==> config.mk <==
export PLATFORM = sky130hd
export DESIGN_NAME = demorgan_bist_flat
export DESIGN_NICKNAME = d
export VERILOG_FILES = /design/src/rtl/demorgan_bist_if.sv /design/src/rtl/demorgan_bist.sv /design/src/flat_wrapper.sv
export SDC_FILE = /design/constraint.sdc
export NUM_CORES = 1
export LEC_CHECK = 0
export ABC_AREA = 1
export ABC_CLOCK_PERIOD_IN_PS = 4300
export CAP_MARGIN = 0
export CORE_MARGIN = 5
export CORE_UTILIZATION = 55
export CTS_BUF_LIST = sky130_fd_sc_hd__clkbuf_8
export DETAILED_ROUTE_END_ITERATION = 7
export PLACE_DENSITY = 0.85
export SYNTH_ARGS = -nofsm -noshare
export SYNTH_HDL_FRONTEND = slang
export SYNTH_SLANG_ARGS = --single-unit
==> constraint.sdc <==
create_clock -name clk -period 4.3 [get_ports clk]
set_input_delay 1.075 -clock clk [delete_from_list [all_inputs] [get_ports clk]]
set_output_delay 1.075 -clock clk [all_outputs]
set_load 0.01 [all_outputs]
==> src/rtl/demorgan_bist_if.sv <==
// demorgan_bist_if: stimulus/response and verdict bundle between the De Morgan BIST engine and its host
interface demorgan_bist_if #(
  parameter int WIDTH = 1,
  parameter int ERR_CNT_W = 8
);
  logic start;
  logic [WIDTH-1:0] a_o;
  logic [WIDTH-1:0] b_o;
  logic [WIDTH-1:0] notd_i;
  logic [WIDTH-1:0] c_i;
  logic busy;
  logic done;
  logic pass;
  logic [ERR_CNT_W-1:0] err_count;
  logic [2*WIDTH-1:0] first_err_vec;
  modport master (
    output start, notd_i, c_i,
    input a_o, b_o, busy, done, pass, err_count, first_err_vec
  );
  modport slave (
    input start, notd_i, c_i,
    output a_o, b_o, busy, done, pass, err_count, first_err_vec
  );
endinterface

==> src/rtl/demorgan_bist.sv <==
// demorgan_bist: sweeps every (a,b) pair through a De Morgan gate block and checks notd/c against ~(a&b) and ~a|~b.
// Define DEMORGAN_BIST_STOP_ON_ERR_EN to end the sweep at the first mismatching vector.
module demorgan_bist #(
  parameter int WIDTH = 1,
  parameter int SETTLE = 4,
  parameter int ERR_CNT_W = 8
) (
  input logic clk,
  input logic rst,
  demorgan_bist_if.slave bus
);
  localparam int VW = 2 * WIDTH;
  localparam int SW = SETTLE > 1 ? $clog2(SETTLE) : 1;
  typedef enum logic [1:0] {ST_IDLE, ST_SETTLE, ST_CHECK, ST_DONE} state_t;
  state_t state_q, state_d;
  logic [VW-1:0] vec_q, vec_d, first_q, first_d;
  logic [SW-1:0] settle_q, settle_d;
  logic [ERR_CNT_W-1:0] err_q, err_d, err_inc;
  logic busy_q, busy_d, done_q, done_d, pass_q, pass_d;
  logic [WIDTH-1:0] a, b;
  logic mis, stop;
  assign a = vec_q[VW-1:WIDTH];
  assign b = vec_q[WIDTH-1:0];
  assign mis = (bus.notd_i != ~(a & b)) || (bus.c_i != (~a | ~b));
  assign err_inc = &err_q ? err_q : err_q + 1'b1;
`ifdef DEMORGAN_BIST_STOP_ON_ERR_EN
  assign stop = mis;
`else
  assign stop = 1'b0;
`endif
  always_comb begin
    state_d = state_q;
    vec_d = vec_q;
    settle_d = settle_q;
    err_d = err_q;
    first_d = first_q;
    busy_d = busy_q;
    done_d = done_q;
    pass_d = pass_q;
    if ((state_q == ST_IDLE || state_q == ST_DONE) && bus.start) begin
      state_d = ST_SETTLE;
      vec_d = '0;
      settle_d = '0;
      err_d = '0;
      first_d = '0;
      busy_d = 1'b1;
      done_d = 1'b0;
      pass_d = 1'b0;
    end else if (state_q == ST_SETTLE) begin
      settle_d = settle_q == SW'(SETTLE - 1) ? '0 : settle_q + 1'b1;
      state_d = settle_q == SW'(SETTLE - 1) ? ST_CHECK : ST_SETTLE;
    end else if (state_q == ST_CHECK) begin
      err_d = mis ? err_inc : err_q;
      first_d = mis && err_q == '0 ? vec_q : first_q;
      // the terminal vector exits instead of wrapping; a_o/b_o keep the last vector checked
      if (&vec_q || stop) begin
        state_d = ST_DONE;
        busy_d = 1'b0;
        done_d = 1'b1;
        pass_d = err_d == '0;
      end else begin
        state_d = ST_SETTLE;
        vec_d = vec_q + 1'b1;
        settle_d = '0;
      end
    end
  end
  always_ff @(posedge clk or posedge rst) begin
    if (rst) begin
      state_q <= ST_IDLE;
      vec_q <= '0;
      settle_q <= '0;
      err_q <= '0;
      first_q <= '0;
      busy_q <= 1'b0;
      done_q <= 1'b0;
      pass_q <= 1'b0;
    end else begin
      state_q <= state_d;
      vec_q <= vec_d;
      settle_q <= settle_d;
      err_q <= err_d;
      first_q <= first_d;
      busy_q <= busy_d;
      done_q <= done_d;
      pass_q <= pass_d;
    end
  end
  assign bus.a_o = a;
  assign bus.b_o = b;
  assign bus.busy = busy_q;
  assign bus.done = done_q;
  assign bus.pass = pass_q;
  assign bus.err_count = err_q;
  assign bus.first_err_vec = first_q;
endmodule

==> src/flat_wrapper.sv <==
// flat-port wrapper written by rule: the top's interface ports become plain ports
module demorgan_bist_flat 
#(
  parameter int WIDTH = 1,
  parameter int SETTLE = 4,
  parameter int ERR_CNT_W = 8
)
  (clk, rst, bus_start, bus_notd_i, bus_c_i, bus_a_o, bus_b_o, bus_busy, bus_done, bus_pass, bus_err_count, bus_first_err_vec);
  demorgan_bist_if #(.WIDTH(WIDTH), .ERR_CNT_W(ERR_CNT_W)) bus_i ();
  input logic clk;
  input logic rst;
  input wire logic [$bits(bus_i.start)-1:0] bus_start;
  input wire logic [$bits(bus_i.notd_i)-1:0] bus_notd_i;
  input wire logic [$bits(bus_i.c_i)-1:0] bus_c_i;
  output wire logic [$bits(bus_i.a_o)-1:0] bus_a_o;
  output wire logic [$bits(bus_i.b_o)-1:0] bus_b_o;
  output wire logic [$bits(bus_i.busy)-1:0] bus_busy;
  output wire logic [$bits(bus_i.done)-1:0] bus_done;
  output wire logic [$bits(bus_i.pass)-1:0] bus_pass;
  output wire logic [$bits(bus_i.err_count)-1:0] bus_err_count;
  output wire logic [$bits(bus_i.first_err_vec)-1:0] bus_first_err_vec;
  assign bus_i.start = bus_start;
  assign bus_i.notd_i = bus_notd_i;
  assign bus_i.c_i = bus_c_i;
  assign bus_a_o = bus_i.a_o;
  assign bus_b_o = bus_i.b_o;
  assign bus_busy = bus_i.busy;
  assign bus_done = bus_i.done;
  assign bus_pass = bus_i.pass;
  assign bus_err_count = bus_i.err_count;
  assign bus_first_err_vec = bus_i.first_err_vec;
  demorgan_bist #(.WIDTH(WIDTH), .SETTLE(SETTLE), .ERR_CNT_W(ERR_CNT_W)) u_core (.clk(clk), .rst(rst), .bus(bus_i));
endmodule
; After elaboration in Yosys (flattened, before gate mapping)
; Cells that the tools add are included.
[totals]
regBits = 19
in_bits = 5
out_inout_bits = 15
[op_classes]
add_sub_neg = 3
n_eq_ne = 9
mux = 35
bitwise_logic = 5
n_reduce_logical = 18
[ops]
columns = op, count
row1 = $mux 8, 5
row2 = $mux 2, 18
row3 = $logic_not 8->1, 2
row4 = $mux 1, 12
row5 = $reduce_and 3->1, 3
row6 = $add 8x1->8 const B, 1
row7 = $reduce_and 8->1, 1
row8 = $eq 2x2->1 const B, 3
row9 = $reduce_and 2->1, 3
row10 = $reduce_bool 2->1, 3
row11 = $add 2x1->2 const B, 2
row12 = $ne 2x1->1 const B, 2
row13 = $ne 3x1->1 const B, 1
row14 = $not 1->1, 3
row15 = $reduce_bool 3->1, 1
row16 = $eq 2x1->1 const B, 1
row17 = $logic_and 1x1->1, 2
row18 = $logic_not 2->1, 1
row19 = $logic_or 1x1->1, 2
row20 = $ne 1x1->1, 2
row21 = $and 1x1->1, 1
row22 = $or 1x1->1, 1

; Longest topological paths before layout
[logic_depth]
depth_word = 10
mapped_depth = 13
ltp_nobuf = 12

; Worst setup path before layout
; No wires, ideal clock.
[synth_timing]
kind = input to register
start = input port bus_notd_i
end = register u_core.first_q[0], in the netlist u_core.bus.first_err_vec[0]
setup_time_ns = 0.134
t_arrival_ns = 1.805
required_time_ns = 4.166
slack_ns = 2.361
cell_stages = 7
path_buffers = 0
cell_sequence = inv_1 nand2_1 nand2_1 nand2_4 nor3b_1 o21ai_0 o21ai_0
[synth_between]
elab_chain_len = 5
[synth_rtl]
columns = element, line
row1 = from (decl), flat_wrapper.sv:13  ; input wire logic [$bits(bus_i.notd_i)-1:0] bus_notd_i;
row2 = $ne 1x1->1, demorgan_bist.sv:24  ; assign mis = (bus.notd_i != ~(a & b)) || (bus.c_i != (~a | ~b));
row3 = $logic_or 1x1->1, demorgan_bist.sv:24
row4 = $logic_and 1x1->1, demorgan_bist.sv:54  ; first_d = mis && err_q == '0 ? vec_q : first_q;
row5 = $reduce_bool 2->1 (no source line), -
row6 = $reduce_and 3->1 (no source line), -
row7 = to (signal assigned), demorgan_bist.sv:83  ; first_q <= first_d;
row8 = to (decl), demorgan_bist.sv:16  ; logic [VW-1:0] vec_q, vec_d, first_q, first_d;
; Every way passes these cells.
; A chain may end at the register's enable or synchronous reset.

; Worst setup path after layout
[layout_timing]
start = input port bus_start
end = register u_core.first_q[1], in the netlist u_core.bus.first_err_vec[1]
[layout_between]
elab_chain_len = 3
[layout_rtl]
columns = element, line
row1 = from (decl), flat_wrapper.sv:12  ; input wire logic [$bits(bus_i.start)-1:0] bus_start;
row2 = $logic_and 1x1->1 *, demorgan_bist.sv:40  ; if ((state_q == ST_IDLE || state_q == ST_DONE) && bus.start) begin
row3 = $ne 2x1->1 (no source line) or $reduce_bool 2->1 (tied branches), -
row4 = $reduce_and 3->1 (no source line), -
; Mark *: on every way between the ends. The rest lies on a longest branch, timed or not.

==> flow_summary.yaml <==
global_routing:
  grt_overflow_total: 0
  antenna_found_initial: 0
  grt_pass1_vias: 1119
  grt_use_total_pct: 17.5
  grt_max_degree: 20
  grt_pass1_wl_um: 4520
sta:
  skew_ns: 0.00552
  max_freq_ghz: 0.419
  fin_tns_setup_ns: 0
  slew_violations: 0
  hold_violations: 0
  slew_headroom_pct: 53.1
  finalCritPeriodShare_pct: 55.4
  period_minus_slack_ns: 2.38
  rsz0062_at_grt: "no"
  tightest_slew_ns: 0.702
  finalSetupViolations: 0
cts:
  clock-root-buffer: "clkbuf_8"
  clk_pin_slew_worst_paths_ns: 0.07
  clockBufferDepth: 2
  cts_setup_buffers: 0
  worst_skew_pair.late_latency_ns: 0.26
  cts_buffers: 3
  ctsHoldBuffers: 0
  clock_sinks: 19
  h-tree-depth: 1
  cts_tree: "built"
  ctsResizeCount: 0
worst_hold_path:
  min_from: "u_core.bus.first_err_vec[0]"
  hp-class: "register to register"
  min_path_cells: 2
synthesis:
  ys.flop_type: "dfrtp_1"
  yosys.area.top_type_share_pct: 39.5
  syn_inst: 160
  synth_top_cell_by_area: "dfrtp_1"
  avgSynthCellArea_um2: 7.52
  synth_seq_cells: 19
  syn_area_um2: 1200
  yosys_warnings: 0
  synthArstFlopShare_pct: 100
  netlist_top_cells_count: "42 x nand2_1, 26 x inv_1, 19 x dfrtp_1"
  synth_seq_area_share_pct: 39.5
  ys_types: 23
  synth_edf_count: 0
  synth_nets: 171
  synth.area.top_cells: "dfrtp_1 40%, nand2_1 13%, inv_1 8.1%"
  synth.most_common_cell: "nand2_1"
power:
  peakVddDrop_uv: 431
  p_leak_nw: 0.749
  p_total_mw: 1.00
  power_per_cell_area_nw_per_um2: 688
floorplan:
  dieArea_um2: 3220
  ios: 20
  dieWidth_um: 56.8
  initial_core_util_pct: 56.0
  rows: 17
  core_um2: 2150
  dieHeight_um: 56.8
critical_path:
  r2r_setup_slack_ns: 2.46
  worst_r2r_endpoint: "u_core.bus.first_err_vec[1]"
  crit_fanout: 10
  cp.arrival_ns: 2.56
  cp_top_family: "buffers and inverters"
  crit_end: "u_core.bus.first_err_vec[1]"
  crit_start: "bus_start"
  cp_num_cells: 8
  path_cells: "clkdlybuf4s50_1, nand2_2, nand2_2, nand2_2, clkinv_1, o21ai_0, nand2_1, o21ai_0"
  cpPeakStageDelay_ns: 0.43
  crit_buf_inv: 2
  cp_slowest_cell: "clkdlybuf4s50_1"
  crit_required_ns: 4.47
  worstReg2RegStart: "u_core.state_q[0]"
  critPathKind: "input port to register"
  crit_top_cell: "nand2_2"
  cp-end-kind: "register"
  worstRegToRegCells: 9
  cp-start-kind: "input port"
route:
  drtIter0Drc: 31
  drt_wl_total_um: 2650
  vias_per_cell: 5.40
  vias: 1134
  first_pass_iters: 4
  postRouteAntennaNets: 0
  drc: 0
  avgRoutedWirePerCell_um: 12.6
cells_and_area:
  nets: 194
  syn_to_final_growth_pct: 21.2
  num-fill-cells: 177
  drive_gt1_share_pct: 8.24
  antenna_cells: 0
  regArea_um2: 475
  multiInputGateArea_um2: 608
job:
  maxCapViolations: 0
placed_design:
  numPortBuffers: 19
  place.gp.congestion: 0.795
  dp_hpwl_um: 2030
status:
  status: "completed"
## tightest hold or removal path, delay by kind of cell, from the launching register on
family           cells  cell delay, ns
AND/OR/NAND/NOR      1            0.05
flip-flops           1            0.35
AO/OA/AOI/OAI        1            0.06
## sequential cells by signal (all words and copies together) (netlist names)
| signal | cells |
|---|---|
| u_core.vec_q | 2 |
| u_core.bus.done | 1 |
| u_core.bus.busy | 1 |
| u_core.bus.first_err_vec | 2 |
| u_core.bus.pass | 1 |
| u_core.state_q | 2 |
| u_core.settle_q | 2 |
| u_core.bus.err_count | 8 |
## cell families after synthesis
kind of cell / after synthesis / share of synthesized area (%)
and+or+nand+nor: 82 / 32.5
buffers and inverters: 29 / 9.98
AOI/OAI and AO/OA: 24 / 11.7
DFF: 19 / 39.5
adders and majority gates: 6 / 6.24
## through the flow
step	std cells	instance area (um^2)	util, %	setup WS [ns]	hold slack, ns
6_report	210	1460	67.9	1.92	0.493
5_1_grt	210	1460	67.9	1.76	0.521
4_1_cts	210	1460	67.9	1.92	0.493
3_5_place_dp	206	1410	65.8	1.66	0.476
3_3_place_gp	206	1410	65.8	1.75	0.477
2_1_floorplan	160	1200	-	2.36	0.493
## worst min path at each step
stage | slack (ns) | to
global route | 0.52 | u_core.bus.pass
global placement | 0.48 | u_core.bus.first_err_vec[0]
floorplan | 0.49 | u_core.settle_q[0]
CTS | 0.49 | u_core.bus.first_err_vec[0]
finish | 0.49 | u_core.bus.first_err_vec[0]
detailed placement | 0.48 | u_core.bus.first_err_vec[0]
## cells in the final DEF, fill, tap and decap left out
cell	Yosys	final
nand2_1	42	42
inv_1	26	27
clkdlybuf4s50_1	0	19
dfrtp_1	19	19
nand3_1	15	15
o21ai_0	9	9
nor2_1	9	9
o22ai_1	6	6
ha_1	6	6
nand2_2	5	5
nand4_1	5	5
a21oi_1	4	4
nand2_4	3	3
clkbuf_8	0	3
inv_2	1	1
nor3b_1	1	1
clkinv_1	1	1
nand3_2	1	1
nor2_4	1	1
o41ai_1	1	1
o21a_1	1	1
o21ai_2	1	1
a31oi_1	1	1
a22oi_1	1	1
## cell type report
| type | count | area share (%) |
|---|---|---|
| clock buffers | 3 | 2.83 |
| clock inverters | 1 | 0.257 |
| inverters | 28 | 7.20 |
| multi-input cells | 112 | 41.7 |
| flip-flops and latches | 19 | 32.6 |
| well taps | 28 | 2.40 |
| repair buffers | 19 | 13.0 |
## layer usage
metal  track usage [%]  vias up  share of wire [%]
li1                  -      563                  -
met1              19.7      542                 43
met2              31.8       24                 51
met3              3.22        5                3.7
met4              7.28        0                1.7
met5                 0        -                  0
## where the power goes
part	leakage (nW)	internal (mW)	switching (mW)	total (mW)
Sequential	0.234	0.260	0.0784	0.338
Combinational	0.489	0.245	0.299	0.544
Clock	0.0269	0.0635	0.0584	0.122
No activity file was read; power rests on OpenSTA's default activity.
